==> config.mk <==
export PLATFORM = sky130hd
export DESIGN_NAME = lsu_dc_arb_flat
export DESIGN_NICKNAME = d
export VERILOG_FILES = /design/src/rtl/lsu_dc_arb_pkg.sv /design/src/rtl/lsu_dc_arb_if.sv /design/src/rtl/lsu_dc_arb_starve.sv /design/src/rtl/lsu_dc_arb.sv /design/src/flat_wrapper.sv
export SDC_FILE = /design/constraint.sdc
export NUM_CORES = 1
export LEC_CHECK = 0
export ABC_AREA = 1
export CAP_MARGIN = 5
export CORE_AREA = 2 2 40 42
export CTS_CLUSTER_SIZE = 40
export DETAILED_ROUTE_END_ITERATION = 16
export DIE_AREA = 0 0 42 44
export GPL_TIMING_DRIVEN = 1
export PLACE_DENSITY = 0.77
export SYNTH_ARGS = -nofsm -noshare
export SYNTH_HDL_FRONTEND = slang
export SYNTH_HIERARCHICAL = 1
export SYNTH_SLANG_ARGS = --single-unit
export TNS_END_PERCENT = 10
==> constraint.sdc <==
create_clock -name clk -period 3.9 [get_ports clk]
set_clock_uncertainty 0.2 [all_clocks]
set_input_delay 0.78 -clock clk [delete_from_list [all_inputs] [get_ports clk]]
set_output_delay 0.78 -clock clk [all_outputs]
set_load 0.02 [all_outputs]
==> src/rtl/lsu_dc_arb_pkg.sv <==
// Shared types and sizing helpers for the LSU D$ port arbiter.
package lsu_dc_arb_pkg;

    typedef enum logic [1:0] {
        SEL_NONE  = 2'd0,
        SEL_LOAD  = 2'd1,
        SEL_STORE = 2'd2,
        SEL_FILL  = 2'd3
    } dc_port_sel_t;

    typedef enum logic [1:0] {
        IDLE       = 2'd0,
        ST_RESOLVE = 2'd1,
        FILL       = 2'd2
    } lsu_dc_arb_state_t;

    function automatic int fill_beats(input int data_width, input int line_width);
        return (1 << line_width) / (data_width / 8);
    endfunction

    // A single-beat line still needs a 1-bit beat bus.
    function automatic int beat_w(input int data_width, input int line_width);
        int fb;
        fb = fill_beats(data_width, line_width);
        return (fb > 1) ? $clog2(fb) : 1;
    endfunction

endpackage

==> src/rtl/lsu_dc_arb_if.sv <==
// Request/grant bundle between the fill, store and load requesters and the D$ port arbiter.
interface lsu_dc_arb_if
    import lsu_dc_arb_pkg::*;
#(
    parameter int BEAT_W = 3
);
    logic              i_flush;
    logic              i_fill_en;
    logic              o_fill_ack;
    logic [BEAT_W-1:0] o_fill_beat;
    logic              o_fill_done;
    logic              i_st_req;
    logic              i_st_dc_hit;
    logic              i_mshq_full;
    logic              o_st_write;
    logic              o_st_mshq_alloc;
    logic              o_st_done;
    logic              o_st_stall;
    logic              i_ld_req;
    logic              o_ld_gnt;
    logic              o_dc_rd_en;
    logic              o_dc_wr_en;
    dc_port_sel_t      o_dc_sel;

    modport master (
        output i_flush, i_fill_en, i_st_req, i_st_dc_hit, i_mshq_full, i_ld_req,
        input  o_fill_ack, o_fill_beat, o_fill_done, o_st_write, o_st_mshq_alloc,
               o_st_done, o_st_stall, o_ld_gnt, o_dc_rd_en, o_dc_wr_en, o_dc_sel
    );

    modport slave (
        input  i_flush, i_fill_en, i_st_req, i_st_dc_hit, i_mshq_full, i_ld_req,
        output o_fill_ack, o_fill_beat, o_fill_done, o_st_write, o_st_mshq_alloc,
               o_st_done, o_st_stall, o_ld_gnt, o_dc_rd_en, o_dc_wr_en, o_dc_sel
    );
endinterface

==> src/rtl/lsu_dc_arb_starve.sv <==
// Saturating count of consecutive cycles a pending load has been denied the D$ port.
module lsu_dc_arb_starve #(
    parameter int STARVE_LIMIT = 4
) (
    input  logic clk,
    input  logic n_rst,
    input  logic ld_req,
    input  logic ld_gnt,
    input  logic flush,
    output logic starved
);
    localparam int CW = $clog2(STARVE_LIMIT + 1);

    logic [CW-1:0] cnt;

    always_ff @(posedge clk or negedge n_rst) begin
        if (!n_rst) begin
            cnt <= '0;
        end else if (ld_gnt || !ld_req || flush) begin
            cnt <= '0;
        end else if (!starved) begin
            cnt <= cnt + 1'b1;
        end
    end

    assign starved = (cnt == CW'(STARVE_LIMIT));

endmodule

==> src/rtl/lsu_dc_arb.sv <==
// Sequences the single D$ port between MSHQ fills, retiring stores and load lookups.
module lsu_dc_arb
    import lsu_dc_arb_pkg::*;
#(
    parameter int DATA_WIDTH    = 32,
    parameter int DC_LINE_WIDTH = 5,
    parameter int STARVE_LIMIT  = 4
) (
    input logic         clk,
    input logic         n_rst,
    lsu_dc_arb_if.slave bus
);
    localparam int FILL_BEATS = fill_beats(DATA_WIDTH, DC_LINE_WIDTH);
    localparam int BEAT_W     = beat_w(DATA_WIDTH, DC_LINE_WIDTH);
    localparam logic [BEAT_W-1:0] LAST_BEAT = BEAT_W'(FILL_BEATS - 1);

    lsu_dc_arb_state_t state, state_nxt;
    logic [BEAT_W-1:0] beat, beat_nxt, beat_out;
    logic              starved;
    logic              fill_ack, fill_done, st_write, st_alloc, st_done, st_stall;
    logic              ld_gnt, rd_en, wr_en;
    dc_port_sel_t      sel;

    always_ff @(posedge clk or negedge n_rst) begin
        if (!n_rst) begin
            state <= IDLE;
            beat  <= '0;
        end else begin
            state <= state_nxt;
            beat  <= beat_nxt;
        end
    end

    always_comb begin
        state_nxt = state;
        beat_nxt  = beat;
        beat_out  = '0;
        fill_ack  = 1'b0;
        fill_done = 1'b0;
        st_write  = 1'b0;
        st_alloc  = 1'b0;
        st_done   = 1'b0;
        st_stall  = 1'b0;
        ld_gnt    = 1'b0;
        rd_en     = 1'b0;
        wr_en     = 1'b0;
        sel       = SEL_NONE;
        case (state)
            IDLE: begin
                // Fills are non-speculative, so flush never holds them off.
                if (bus.i_fill_en) begin
                    wr_en    = 1'b1;
                    sel      = SEL_FILL;
                    fill_ack = 1'b1;
                    if (FILL_BEATS == 1) begin
                        fill_done = 1'b1;
                    end else begin
                        state_nxt = FILL;
                        beat_nxt  = BEAT_W'(1);
                    end
                end else if (!bus.i_flush) begin
                    if (bus.i_ld_req && (starved || !bus.i_st_req)) begin
                        ld_gnt = 1'b1;
                        rd_en  = 1'b1;
                        sel    = SEL_LOAD;
                    end else if (bus.i_st_req) begin
                        rd_en     = 1'b1;
                        sel       = SEL_STORE;
                        state_nxt = ST_RESOLVE;
                    end
                end
            end
            ST_RESOLVE: begin
                state_nxt = IDLE;
                if (!bus.i_flush) begin
                    if (bus.i_st_dc_hit) begin
                        wr_en    = 1'b1;
                        sel      = SEL_STORE;
                        st_write = 1'b1;
                        st_done  = 1'b1;
                    end else if (!bus.i_mshq_full) begin
                        st_alloc = 1'b1;
                        st_done  = 1'b1;
                    end else begin
                        st_stall = 1'b1;
                    end
                end
            end
            FILL: begin
                beat_out = beat;
                if (bus.i_fill_en) begin
                    wr_en    = 1'b1;
                    sel      = SEL_FILL;
                    fill_ack = 1'b1;
                    if (beat == LAST_BEAT) begin
                        fill_done = 1'b1;
                        beat_nxt  = '0;
                        state_nxt = IDLE;
                    end else begin
                        beat_nxt = beat + 1'b1;
                    end
                end
            end
            default: begin
                state_nxt = IDLE;
                beat_nxt  = '0;
            end
        endcase
    end

    lsu_dc_arb_starve #(
        .STARVE_LIMIT(STARVE_LIMIT)
    ) u_starve (
        .clk    (clk),
        .n_rst  (n_rst),
        .ld_req (bus.i_ld_req),
        .ld_gnt (ld_gnt),
        .flush  (bus.i_flush),
        .starved(starved)
    );

    // Outputs are combinational, so they are forced quiet while reset is held.
    assign bus.o_fill_ack      = n_rst & fill_ack;
    assign bus.o_fill_beat     = n_rst ? beat_out : '0;
    assign bus.o_fill_done     = n_rst & fill_done;
    assign bus.o_st_write      = n_rst & st_write;
    assign bus.o_st_mshq_alloc = n_rst & st_alloc;
    assign bus.o_st_done       = n_rst & st_done;
    assign bus.o_st_stall      = n_rst & st_stall;
    assign bus.o_ld_gnt        = n_rst & ld_gnt;
    assign bus.o_dc_rd_en      = n_rst & rd_en;
    assign bus.o_dc_wr_en      = n_rst & wr_en;
    assign bus.o_dc_sel        = n_rst ? sel : SEL_NONE;

endmodule

==> src/flat_wrapper.sv <==
// flat-port wrapper written by rule: the top's interface ports become plain ports
module lsu_dc_arb_flat import lsu_dc_arb_pkg::*;
#(
    parameter int DATA_WIDTH    = 32,
    parameter int DC_LINE_WIDTH = 5,
    parameter int STARVE_LIMIT  = 4
)
  (clk, n_rst, bus_i_flush, bus_i_fill_en, bus_i_st_req, bus_i_st_dc_hit, bus_i_mshq_full, bus_i_ld_req, bus_o_fill_ack, bus_o_fill_beat, bus_o_fill_done, bus_o_st_write, bus_o_st_mshq_alloc, bus_o_st_done, bus_o_st_stall, bus_o_ld_gnt, bus_o_dc_rd_en, bus_o_dc_wr_en, bus_o_dc_sel);
  lsu_dc_arb_if bus_i ();
  input logic clk;
  input logic n_rst;
  input wire logic [$bits(bus_i.i_flush)-1:0] bus_i_flush;
  input wire logic [$bits(bus_i.i_fill_en)-1:0] bus_i_fill_en;
  input wire logic [$bits(bus_i.i_st_req)-1:0] bus_i_st_req;
  input wire logic [$bits(bus_i.i_st_dc_hit)-1:0] bus_i_st_dc_hit;
  input wire logic [$bits(bus_i.i_mshq_full)-1:0] bus_i_mshq_full;
  input wire logic [$bits(bus_i.i_ld_req)-1:0] bus_i_ld_req;
  output wire logic [$bits(bus_i.o_fill_ack)-1:0] bus_o_fill_ack;
  output wire logic [$bits(bus_i.o_fill_beat)-1:0] bus_o_fill_beat;
  output wire logic [$bits(bus_i.o_fill_done)-1:0] bus_o_fill_done;
  output wire logic [$bits(bus_i.o_st_write)-1:0] bus_o_st_write;
  output wire logic [$bits(bus_i.o_st_mshq_alloc)-1:0] bus_o_st_mshq_alloc;
  output wire logic [$bits(bus_i.o_st_done)-1:0] bus_o_st_done;
  output wire logic [$bits(bus_i.o_st_stall)-1:0] bus_o_st_stall;
  output wire logic [$bits(bus_i.o_ld_gnt)-1:0] bus_o_ld_gnt;
  output wire logic [$bits(bus_i.o_dc_rd_en)-1:0] bus_o_dc_rd_en;
  output wire logic [$bits(bus_i.o_dc_wr_en)-1:0] bus_o_dc_wr_en;
  output wire logic [$bits(bus_i.o_dc_sel)-1:0] bus_o_dc_sel;
  assign bus_i.i_flush = bus_i_flush;
  assign bus_i.i_fill_en = bus_i_fill_en;
  assign bus_i.i_st_req = bus_i_st_req;
  assign bus_i.i_st_dc_hit = bus_i_st_dc_hit;
  assign bus_i.i_mshq_full = bus_i_mshq_full;
  assign bus_i.i_ld_req = bus_i_ld_req;
  assign bus_o_fill_ack = bus_i.o_fill_ack;
  assign bus_o_fill_beat = bus_i.o_fill_beat;
  assign bus_o_fill_done = bus_i.o_fill_done;
  assign bus_o_st_write = bus_i.o_st_write;
  assign bus_o_st_mshq_alloc = bus_i.o_st_mshq_alloc;
  assign bus_o_st_done = bus_i.o_st_done;
  assign bus_o_st_stall = bus_i.o_st_stall;
  assign bus_o_ld_gnt = bus_i.o_ld_gnt;
  assign bus_o_dc_rd_en = bus_i.o_dc_rd_en;
  assign bus_o_dc_wr_en = bus_i.o_dc_wr_en;
  assign bus_o_dc_sel = bus_i.o_dc_sel;
  lsu_dc_arb #(.DATA_WIDTH(DATA_WIDTH), .DC_LINE_WIDTH(DC_LINE_WIDTH), .STARVE_LIMIT(STARVE_LIMIT)) u_core (.clk(clk), .n_rst(n_rst), .bus(bus_i));
endmodule
======== Word level (Yosys, flattened, before mapping) ========
Cells that the tools add are included.
operators by class
  add/sub/neg operators ................... 2
  eq/ne operators ......................... 11
  multiplexer cells ....................... 53
  bitwise logic cells ..................... 10
  reductions and logical operators ........ 10
operator list
  operator               number
  $mux W1                28
  $mux W2                14
  $mux W3                7
  $and A1 B1 Y1          9
  $ne A3 B3 Y1 const B   3
  $pmux W3 S3            1
  $add A3 B1 Y3 const B  2
  $eq A3 B3 Y1 const B   2
  $ne A2 B2 Y1 const B   3
  $pmux W2 S3            1
  $reduce_and A5 Y1      1
  $pmux W2 S2            1
  $logic_or A1 B1 Y1     3
  $reduce_and A3 Y1      1
  $eq A2 B1 Y1 const B   1
  $eq A2 B2 Y1 const B   1
  $logic_not A1 Y1       2
  $logic_not A2 Y1       1
  $ne A2 B1 Y1 const B   1
  $pmux W1 S2            1
  $reduce_or A2 Y1       1
  $logic_and A1 B1 Y1    1
  $not A1 Y1             1
word-level totals
  register bits ........................... 8
  input bits .............................. 8
  output and inout port bits .............. 14
  logic and storage cells ................. 89

======== Depth between registers and ports, before layout ========
Gate-level depths: netlist of run 1.
  depth after elaboration ................. 10
  mapped depth ............................ 13

======== Cells and area by module ========
The synthesis of run 1 kept the hierarchy.
modules (own cells, without submodules)
  module             times used  cells an instance  area an instance (um^2)  sequential area each (um^2)
  lsu_dc_arb         1           67                 407.9                    125.1
  lsu_dc_arb_starve  1           29                 209.0                    75.1

======== Least setup slack after synthesis of run 1 ========
No wires, ideal clock.
  kind .................................... input port to output port
  start point ............................. input bus_i_flush
  end point ............................... output bus_o_st_mshq_alloc
  arrival time ............................ 1,619 ps
  data required time ...................... 2,920 ps
  slack ................................... 1,301 ps
  stages on the path ...................... 3
  path through ............................ inv_1 nand2_1 nor4_1
on the way
  word-level cells in the longest chain between the ends .. 3
RTL lines
  item                line                text
  start: declaration  flat_wrapper.sv:12  input wire logic [$bits(bus_i.i_flush)-1:0] bus_i_flush;
  $mux W1             lsu_dc_arb.sv:75    if (!bus.i_flush) begin
  $mux W1             lsu_dc_arb.sv:48    case (state)
  $and A1 B1 Y1       lsu_dc_arb.sv:127   assign bus.o_st_mshq_alloc = n_rst & st_alloc;
  end: declaration    flat_wrapper.sv:22  output wire logic [$bits(bus_i.o_st_mshq_alloc)-1:0] bus_o_st_mshq_alloc;
No other way between the ends.

======== Final worst setup path of run 1 ========
  start point ............................. input bus_i_fill_en
  end point ............................... output bus_o_fill_done
on the way
  word-level cells in the longest chain between the ends .. 3
RTL lines
  item                line                text
  start: declaration  flat_wrapper.sv:13  input wire logic [$bits(bus_i.i_fill_en)-1:0] bus_i_fill_en;
  $mux W1             lsu_dc_arb.sv:91    if (bus.i_fill_en) begin
  $mux W1             lsu_dc_arb.sv:48
  $and A1 B1 Y1       lsu_dc_arb.sv:125   assign bus.o_fill_done = n_rst & fill_done;
  end: declaration    flat_wrapper.sv:20  output wire logic [$bits(bus_i.o_fill_done)-1:0] bus_o_fill_done;
No other way between the ends.

==> results of run 1 <==
==> cells in the mapped netlist, types with 4 or more instances <==
| library cell | n |
|---|---|
| nand3_1 | 7 |
| ha_1 | 4 |
| nor2_1 | 13 |
| dfrtp_1 | 8 |
| inv_1 | 19 |
| nand2_1 | 24 |
| o21ai_0 | 4 |
| a21oi_1 | 4 |
| nor3_1 | 5 |
==> logic make-up (layout without fill, tap and decap cells) <==
kind of cell / count (synthesis) / in the layout
AND/OR/NAND/NOR: 55 / 55
flip-flops: 8 / 8
buffers and inverters: 20 / 45
AO/OA/AOI/OAI: 9 / 9
adder cells (fa/ha/maj): 4 / 4
==> per-stage QoR <==
step / hold slack, ns / setup slack (ns) / cell area, sq um
5_1_grt: 0.404 / 0.288 / 877
3_3_place_gp: 0.356 / 0.391 / 855
2_1_floorplan: 0.284 / 1.30 / 617
4_1_cts: 0.371 / 0.411 / 877
6_report: 0.369 / 0.421 / 877
3_5_place_dp: 0.363 / 0.434 / 855
==> placed cells by master (no fill, tap or decap), drive strengths merged <==
| master | Yosys | final |
|---|---|---|
| clkdlybuf4s50 | 0 | 21 |
| nand3b | 1 | 1 |
| nor4 | 1 | 1 |
| ha | 4 | 4 |
| nand2 | 25 | 25 |
| buf | 0 | 1 |
| nor3 | 5 | 5 |
| clkbuf | 0 | 3 |
| o211ai | 1 | 1 |
| nand3 | 8 | 8 |
| clkinv | 1 | 1 |
| nor3b | 1 | 1 |
| nand4 | 1 | 1 |
| o21ai | 4 | 4 |
| inv | 19 | 19 |
| nor2 | 13 | 13 |
| dfrtp | 8 | 8 |
| a21oi | 4 | 4 |
==> worst max-delay path by stage <==
stage / cells after the start / from / end
floorplan: 3 / bus_i_flush / bus_o_st_mshq_alloc
global placement: 6 / bus_i_fill_en / bus_o_fill_done
detailed placement: 6 / bus_i_fill_en / bus_o_fill_done
CTS: 6 / bus_i_fill_en / bus_o_fill_done
global route: 6 / bus_i_fill_en / bus_o_fill_done
finish: 6 / bus_i_fill_en / bus_o_fill_done
==> report_power, final <==
group	internal (uW)	switching (uW)	total, uW
logic	55.3	71.7	127
clock network	35.1	27.1	62.2
registers	101	11.9	113
==> worst min-delay path, stage by stage (launching register included) <==
cell and delay [ns]:
dfrtp_1 0.39, nand3_1 0.07, a21oi_1 0.06
==> registers in the layout, indices dropped and copies added (netlist names) <==
| signal | cells |
|---|---|
| u_core/state | 2 |
| u_core/beat | 3 |
| u_core/u_starve/cnt | 3 |
==> layout make-up <==
| type | count | area [sq um] |
|---|---|---|
| fill | 144 | 542 |
| multi-input combinational | 68 | 340 |
| timing repair buffer | 22 | 218 |
| sequential | 8 | 200 |
| inverter | 20 | 76.3 |
| clock buffer | 3 | 22.5 |
| tap | 16 | 20.0 |
==> metal layers <==
layer  vias to the layer above  track usage, %  routed length, um
li1                        350               -                  -
met1                       298            23.2                628
met2                        20            27.8                647
met3                         0            6.67                 82
met4                         0            1.94                  0
met5                         -               0                  0
==> results.md, run 1 <==
- Num Clock Sinks: 8
- Static Leakage: 0.000425 uW
- Total iterations of the first detailed-routing run: 4
- Initial antenna violation count: 0
- Data arrival at the endpoint of the critical path: between 2 and 3 ns
- Ports placed on the boundary: 22
- Cell total after placement: between 100 and 150
- Mapped Nets: between 100 and 150
- Slowest stage cell on the critical path: clkdlybuf4s50_1
- Total negative setup slack: 0 ns
- Hpwl dp: ~1100 um
- Startpoint-to-endpoint class of the critical path: primary input to primary output
- Worst setup SP type: primary input
- Share of synthesized cell area in and, or, nand and nor gates: 39.4%
- Maximum capacitance violations: 0
- Number of I/O port buffers: 21
- CP Cell Sequence: clkdlybuf4s50_1 -> inv_1 -> nor2_1 -> nand2_1 -> nor3_1 -> clkdlybuf4s50_1
- Delay-heaviest family, CP: buffers and inverters
- Maximum fanout along the worst path: 5
- Number of DRC markers in iteration 0: 5
- Post-CTS Setup Inserts: 0
- Yosys top cell by area: dfrtp_1
- Share of layout cells above drive strength 1: 5.79%
- End of the worst hold path: u_core/u_starve/cnt[1]$_DFFE_PN0P_
- Antenna diode count: 0
- Post-detailed-route DRC marker count: 0
- Data required time of the worst path: 2.92 ns
- Post-DRT Antenna Nets: 0
- Rows: 14
- Worst relative slew slack: about 76%
- Parity-gate share of the synthesized area counting xor and xnor cells: 0%
- Post-synth EDFFs: 0
- Part of the Yosys area used for sequential elements: 32.5%
- Reg2reg start: u_core/u_starve/cnt[0]$_DFFE_PN0P_
- Vias after detailed routing: 668
- Number of setup violations in the final report: 0
- Clk buf depth: 2
- Global-route wire length before repair: about 2500 um
- GP Congestion: 0.862
- Synthesized-area fraction occupied by adder cells: ~8%
- Total power of the final layout: between 300 and 400 uW
- Register-to-register setup slack: ~2.1 ns
- Count of warnings emitted by yosys: 6
- PwrDens: 345 nW/um^2
- FF-to-FF End: u_core/u_starve/cnt[2]$_DFFE_PN0P_
- Number of cells traversed by the worst register-to-register path: 13
- Main synth FF type: dfrtp_1
- Placeable core region: 1420 sq um
- Fin util: a little over 60%
- Final hold viol count: 0
- Dominant combinational cell family by area after synthesis: simple AND/OR/NAND/NOR gates
- Critical path buffers and inverters: 3
- Portion of netlist area occupied by mux cells: 0%
- Cell depth of the worst hold path: 2
- Share of the clock period used by the worst path after layout: between 80% and 90%
- Dominant cell type by count on the critical path: clkdlybuf4s50_1
- CTS Root Cell: clkbuf_4
- DR WL/cell: 9.91 um
- Async set or reset register ratio after synthesis: between 90% and 100%
- Clock Pin Slew Worst Setup and Hold Paths: 0.05 ns
- Result of the run: completed
- Post-synthesis sequential element count: 8
- Worst Min Path Start: u_core/u_starve/cnt[1]$_DFFE_PN0P_
- Shortest clock period the worst path allows after layout: 3.48 ns
- Post-cts repair resize count: 0
- Worst Max-Slew Pin Slew: between 0.3 and 0.4 ns
- Die outline height: 44 um
- Setup repair after global routing missed its margin: false
- Area growth from synthesis to layout: 42.2%
- Width of the die: 42 um
- Compound-gate portion of the synthesized area: roughly 7.7%
- Maximum cell stage delay along the critical path: 0.63 ns
- Number of levels the H-tree was split into: 1
- Pin count of the biggest net entering global routing: 12
- Die area: 1850 sq um
- Fmax achieved: 287 MHz
- Critical Path End Type: primary output
- Area of the mapped netlist: 617 sq um
- Via count of the first global-routing pass: a little under 600
- Post-route insts no fill: 137
- Top area cells in the synthesized netlist: dfrtp_1 32%, nand2_1 15%, inv_1 12%, ha_1 8.1%, nor2_1 7.9%
- Hold buffers post-CTS: 0
- Number of max-slew violations in the final report: 0
- Overall Global Routing Usage: 17.4%
- Worst ir drop on vdd: 296 uV
- Number of instances in the synthesized netlist: 96
- Post-layout net count: 135
- Min-Delay Path Class: flop to flop
- Inserted Clock Buffers: 3
- Vias per std cell: 4.88
- Fraction of synthesized cell area taken by the top area cell type: around 32%
- Total overflow reported by the global router: 0
- Clock tree from TritonCTS: built
- Initial core utilization: 43.5%
- Later-pin clock latency in the skew report: 0.25 ns
- Final routed wirelength across all metal layers: ~1400 um
- Count of distinct cell types in the synthesized netlist: 17
- Post-synthesis area per instance: 6.43 sq um
(Power assumes the default switching activity.)
==> run 2: changes to the inputs <==
--- a/config.mk
+++ b/config.mk
@@ -12,6 +12,7 @@
 export DETAILED_ROUTE_END_ITERATION = 16
 export DIE_AREA = 0 0 42 44
 export GPL_TIMING_DRIVEN = 1
+export MAX_ROUTING_LAYER = met4
 export PLACE_DENSITY = 0.77
 export SYNTH_ARGS = -nofsm -noshare
 export SYNTH_HDL_FRONTEND = slang
==> constraint.sdc (replaced) <==
create_clock -name clk -period 4.3 [get_ports clk]
set_clock_uncertainty 0.2 [all_clocks]
set_input_delay 0.86 -clock clk [delete_from_list [all_inputs] [get_ports clk]]
set_output_delay 0.86 -clock clk [all_outputs]
set_load 0.02 [all_outputs]
==> run 2 against run 1 <==
Critical path depth is the same. Die area unchanged. Non-clock buffer count is the same. Total power down 9.3%. Critical path type unchanged. Via count decreased by 0.15%. Largest power group unchanged.
==> results.md, run 2 (synthesized netlist as in run 1, its figures left out) <==
- Pin count of the biggest net entering global routing: 12 (unchanged)
- Final hold slack: 0.369 ns (-0.0000640 ns)
- Ports placed on the boundary: 22 (unchanged)
- Total iterations of the first detailed-routing run: 4 (unchanged)
- Result of the run: completed
- Worst setup SP type: primary input
- Layout fillers: 144 (unchanged)
- Worst relative slew slack: 76.3% (unchanged)
- Number of setup violations in the final report: 0 (unchanged)
- GP Congestion: 0.876 (+1.6%)
- Vias per std cell: 4.87 (-0.15%)
- DR WL/cell: 9.93 um (+0.15%)
- Post-detailed-route DRC marker count: 0 (unchanged)
- Leading registers by flop count: u_core/beat (3), u_core/u_starve/cnt (3), u_core/state (2)
- Shortest clock period the worst path allows after layout: 3.64 ns
- Post-cts repair resize count: 0 (unchanged)
- Worst Max-Slew Pin Slew: 0.352 ns (unchanged)
- Final routed wirelength across all metal layers: 1360 um (+0.15%)
- Rows: 14 (unchanged)
- Total negative setup slack: 0 ns (unchanged)
- Maximum capacitance violations: 0 (unchanged)
- Die outline height: 44 um (unchanged)
- Via count of the first global-routing pass: 592 (+0.17%)
- Number of max-slew violations in the final report: 0 (unchanged)
- Number of levels the H-tree was split into: 1 (unchanged)
- Post-layout net count: 135 (unchanged)
- Critical Path End Type: primary output
- Post-CTS Setup Inserts: 0 (unchanged)
- Clk buf depth: 2 (unchanged)
- Fmax achieved: 275 MHz
- Share of the clock period used by the worst path after layout: 84.6%
- Static Leakage: 0.000425 uW (unchanged)
- Data required time of the worst path: 3.24 ns (+0.32 ns)
- Number of DRC markers in iteration 0: 5 (unchanged)
- Overall Global Routing Usage: 17.9% (+0.55 points)
- Num Clock Sinks: 8 (unchanged)
- Later-pin clock latency in the skew report: 0.25 ns (about the same)
- Setup repair after global routing missed its margin: false
- Maximum fanout along the worst path: 5 (unchanged)
- Global-route wire length before repair: 2460 um (unchanged)
- Vias after detailed routing: 667 (-0.15%)
- Antenna diode count: 0 (unchanged)
- Inserted Clock Buffers: 3 (unchanged)
- Number of I/O port buffers: 21 (unchanged)
- PwrDens: 313 nW/um^2 (-9.3%)
- Startpoint-to-endpoint class of the critical path: primary input to primary output
- Total overflow reported by the global router: 0 (unchanged)
- Clock Pin Slew Worst Setup and Hold Paths: 0.05 ns (about the same)
- Worst ir drop on vdd: 268 uV (-9.4%)
- Leading cell type in the layout, fill and taps excluded: nand2_1
- Data arrival at the endpoint of the critical path: 2.58 ns (+0.08 ns)
- CTS Root Cell: clkbuf_4
- Most used cells in the layout excluding fill and tap cells: 24 x nand2_1, 21 x clkdlybuf4s50_1, 19 x inv_1, 13 x nor2_1, 8 x dfrtp_1
- Final hold viol count: 0 (unchanged)
- Initial core utilization: 43.5% (unchanged)
- Area growth from synthesis to layout: 42.2% (unchanged)
- Width of the die: 42 um (unchanged)
- Hold buffers post-CTS: 0 (unchanged)
- Share of layout cells above drive strength 1: 5.79% (unchanged)
- Placeable core region: 1420 sq um (unchanged)
- Post-DRT Antenna Nets: 0 (unchanged)
- Initial antenna violation count: 0 (unchanged)
- Hpwl dp: 1120 um (unchanged)
- Die area: 1850 sq um (unchanged)
- Min-Delay Path Class: flop to flop
- Clock tree from TritonCTS: built
[run 2: cell counts in the layout (fill, tap and decap cells not counted)]
No cell type changed its count.
[run 2: worst max-delay path, stage by stage]
cell	delay [ns]
clkdlybuf4s50_1	0.49
inv_1	0.10
nor2_1	0.22
nand2_1	0.13
nor3_1	0.15
clkdlybuf4s50_1	0.63
[run 2: metrics by stage]
stage	instances	util, %	area [sq um]	total power [uW]	setup WS (ns)
floorplan	96	-	617	175	1.54
global placement	134	60.2	855	216	0.631
detailed placement	134	60.2	855	220	0.674
CTS	137	61.8	877	277	0.651
global route	137	61.8	877	298	0.528
finish	137	61.8	877	274	0.661
[run 2: worst paths after layout]
kind,startpoint,endpoint,slack (ns),depth (start not counted)
max,bus_i_fill_en,bus_o_fill_done,0.66,6
min,u_core/u_starve/cnt[1]$_DFFE_PN0P_,u_core/u_starve/cnt[1]$_DFFE_PN0P_,0.37,2
max reg2reg,u_core/u_starve/cnt[0]$_DFFE_PN0P_,u_core/u_starve/cnt[2]$_DFFE_PN0P_,2.46,13
min reg2reg,u_core/u_starve/cnt[1]$_DFFE_PN0P_,u_core/u_starve/cnt[1]$_DFFE_PN0P_,0.37,2
max in group asynchronous,n_rst,u_core/u_starve/cnt[0]$_DFFE_PN0P_,3.00,2
min in group asynchronous,n_rst,u_core/beat[2]$_DFFE_PN0P_,0.75,2
[run 2: report_power, final]
part / switching (uW) / total, uW / internal, uW
logic: 65.0 / 115 / 50.1
registers: 10.8 / 103 / 91.9
clock network: 24.4 / 56.3 / 31.9
total: 100 / 274 / 174
[run 2: routing by layer]
metal,up-vias,track usage [%],routed length [um]
li1,350,-,-
met1,297,23.2,632
met5,-,-,0
met2,20,27.8,645
met4,0,1.94,0
met3,0,6.67,82
[run 2: cell type report]
cell class	instances	area, sq um	area share [%]
timing repair buffer	22	218	24.8
clock buffer	3	22.5	2.57
inverter	20	76.3	8.70
multi-input combinational	68	340	38.8
tap	16	20.0	2.28
sequential	8	200	22.8
==> run 3: changes to the inputs <==
--- a/config.mk
+++ b/config.mk
@@ -7,13 +7,13 @@
 export LEC_CHECK = 0
 export ABC_AREA = 1
 export CAP_MARGIN = 5
-export CORE_AREA = 2 2 40 42
+export CORE_AREA = 2 2 43 45
 export CTS_CLUSTER_SIZE = 40
 export DETAILED_ROUTE_END_ITERATION = 16
-export DIE_AREA = 0 0 42 44
+export DIE_AREA = 0 0 45 47
 export GPL_TIMING_DRIVEN = 1
 export MAX_ROUTING_LAYER = met4
-export PLACE_DENSITY = 0.77
+export PLACE_DENSITY = 0.7
 export SYNTH_ARGS = -nofsm -noshare
 export SYNTH_HDL_FRONTEND = slang
 export SYNTH_HIERARCHICAL = 1
==> constraint.sdc (replaced) <==
create_clock -name clk -period 3.15 [get_ports clk]
set_clock_uncertainty 0.2 [all_clocks]
set_input_delay 0.63 -clock clk [delete_from_list [all_inputs] [get_ports clk]]
set_output_delay 0.63 -clock clk [all_outputs]
set_load 0.02 [all_outputs]
==> run 3 against run 2 <==
Die area rose by 14%. Utilization down 6.7 points. Sequential power increased by 37%. Register-to-register slack worse by 1.2 ns. Sequential share of layout area down 0.85 points. Critical path depth grew 1. Global-route usage rose by 0.36 points. Design area grew 3.9%. Clock power increased by 37%. Largest cell class unchanged. Highest routed layer is now met4.
==> results.md, run 3 (synthesized netlist as in run 1, its figures left out) <==
- Result of the run: completed
- Vias after detailed routing: 710 (+6.4%)
- Number of levels the H-tree was split into: 1 (unchanged)
- CP Cell Sequence: clkdlybuf4s50_1 -> inv_1 -> nand2_1 -> inv_1 -> nand3_1 -> nor2_1 -> clkdlybuf4s50_1
- Leading cell type in the layout, fill and taps excluded: nand2_1
- Overall Global Routing Usage: 18.3% (+0.36 points)
- Pin count of the biggest net entering global routing: 12 (unchanged)
- Area growth from synthesis to layout: 47.7%
- Antenna diode count: 0 (unchanged)
- Delay-heaviest family, CP: buffers and inverters
- Final WS setup: 0.106 ns (-0.555 ns)
- Fmax achieved: 328 MHz
- Cell depth of the worst setup path: 7 (+1)
- Min-Delay Path Class: flop to flop
- Ports placed on the boundary: 22 (unchanged)
- Static Leakage: 0.000504 uW (+19%)
- Startpoint-to-endpoint class of the critical path: primary input to primary output
- Setup repair after global routing missed its margin: false
- Maximum capacitance violations: 0 (unchanged)
- Initial core utilization: 37.3% (-6.1 points)
- Vias per std cell: 5.04 (+3.4%)
- Post-DRT Antenna Nets: 0 (unchanged)
- Worst relative slew slack: 76.1% (-0.14 points)
- Final hold slack: 0.370 ns (+0.000466 ns)
- Number of setup violations in the final report: 0 (unchanged)
- Clk buf depth: 2 (unchanged)
- Later-pin clock latency in the skew report: 0.25 ns (about the same)
- Post-route standard cell area excluding fillers: 911 sq um (+3.9%)
- DR WL/cell: 11.5 um (+16%)
- Post-detailed-route DRC marker count: 0 (unchanged)
- Data required time of the worst path: 2.32 ns (-0.92 ns)
- Leading registers by flop count: u_core/beat (3), u_core/u_starve/cnt (3), u_core/state (2)
- Share of the clock period used by the worst path after layout: 96.6%
- Width of the die: 45 um (+7.1%)
- Shortest clock period the worst path allows after layout: 3.04 ns
- PwrDens: 418 nW/um^2 (+34%)
- Worst setup SP type: primary input
- Num Clock Sinks: 8 (unchanged)
- Clock Pin Slew Worst Setup and Hold Paths: 0.05 ns (about the same)
- Maximum cell stage delay along the critical path: 0.61 ns (-0.02 ns)
- Most used cells in the layout excluding fill and tap cells: 24 x nand2_1, 19 x inv_1, 17 x clkdlybuf4s50_1, 13 x nor2_1, 8 x dfrtp_1
- Initial antenna violation count: 0 (unchanged)
- Final hold viol count: 0 (unchanged)
- Worst ir drop on vdd: 345 uV (+29%)
- Inserted Clock Buffers: 3 (unchanged)
- Hpwl dp: 1310 um (+16%)
- Die outline height: 47 um (+6.8%)
- Worst Max-Slew Pin Slew: 0.354 ns (+0.00206 ns)
- Via count of the first global-routing pass: 691 (+17%)
- Number of cells traversed by the worst register-to-register path: 13 (unchanged)
- Clock tree from TritonCTS: built
- Slowest stage cell on the critical path: clkdlybuf4s50_1
- Final routed wirelength across all metal layers: 1620 um (+19%)
- Maximum fanout along the worst path: 5 (unchanged)
- Critical path buffers and inverters: 4 (+1)
- Post-layout net count: 138 (+2.2%)
- Number of I/O port buffers: 21 (unchanged)
- Number of DRC markers in iteration 0: 12 (+7)
- Hold buffers post-CTS: 0 (unchanged)
- CTS Root Cell: clkbuf_4
- GP Congestion: 0.853 (-2.6%)
- Placeable core region: 1650 sq um (+16%)
- Number of max-slew violations in the final report: 0 (unchanged)
- Die area: 2120 sq um (+14%)
- Total negative setup slack: 0 ns (unchanged)
- Rows: 15 (+1)
- Area of placed instances: 878 sq um (+2.8%)
- Data arrival at the endpoint of the critical path: 2.21 ns (-0.37 ns)
- Critical Path End Type: primary output
- Share of layout cells above drive strength 1: 8.06% (+2.3 points)
- Total iterations of the first detailed-routing run: 5 (+1)
- Total overflow reported by the global router: 0 (unchanged)
- Cell depth of the worst hold path: 2 (unchanged)
- Worst slack, placed: 0.0700 ns (-0.604 ns)
- Global-route wire length before repair: 2730 um (+11%)
- Fin util: 55.2% (-6.7 points)
==> run 3: changes by cell type in the layout (fill, tap and decap cells not counted) <==
| cell | previous run | this run |
|---|---|---|
| clkdlybuf4s50_1 | 21 | 17 |
| dlymetal6s2s_1 | 0 | 4 |
| buf_4 | 1 | 4 |
==> run 3: worst paths after layout <==
check                                                         from                                 end  slack (ns)
worst max-delay path                                   bus_i_flush                        bus_o_ld_gnt        0.11
min in group asynchronous                                    n_rst          u_core/beat[1]$_DFFE_PN0P_        0.53
worst min register to register  u_core/u_starve/cnt[1]$_DFFE_PN0P_  u_core/u_starve/cnt[1]$_DFFE_PN0P_        0.37
max in group asynchronous                                    n_rst  u_core/u_starve/cnt[2]$_DFFE_PN0P_        2.08
worst max register to register  u_core/u_starve/cnt[0]$_DFFE_PN0P_  u_core/u_starve/cnt[2]$_DFFE_PN0P_        1.29
worst min-delay path            u_core/u_starve/cnt[1]$_DFFE_PN0P_  u_core/u_starve/cnt[1]$_DFFE_PN0P_        0.37
==> run 3: repair_timing <==
item	in CTS	in global routing
endpoints found under the hold margin	0	0
resized for setup	0	4
setup endpoints to repair	0	4
setup buffers	0	0
==> run 3: routing by layer <==
metal / track usage (%) / wire length, um
met5: - / 0
met4: 5.88 / 3
met3: 5.00 / 69
met2: 32.3 / 840
met1: 19.9 / 703
==> run 3: per-stage QoR <==
stage	instances	power, uW
after CTS	141	388
after global routing	141	410
after detailed placement	138	306
after floorplan	96	239
after global placement	138	299
final	141	381
==> run 3: report_power, final <==
part | total [uW] | internal, uW | switching, uW
clock network | 77.2 | 43.5 | 33.6
registers | 141 | 125 | 15.5
logic | 163 | 71.0 | 91.8
total | 381 | 240 | 141
==> run 3: cell type report <==
| class | count | area, sq um |
|---|---|---|
| repair buffers | 25 | 250 |
| inverters | 20 | 76.3 |
| clock buffers | 3 | 22.5 |
| flip-flops and latches | 8 | 200 |
| multi-input cells | 68 | 340 |
| well taps | 17 | 21.3 |
| fillers | 168 | 741 |
==> run 3: tightest hold or removal path: cells and delay by family (launching register included) <==
kind | cells | cell delay, ns
flops | 1 | 0.39
simple gates | 1 | 0.07
compound gates | 1 | 0.06
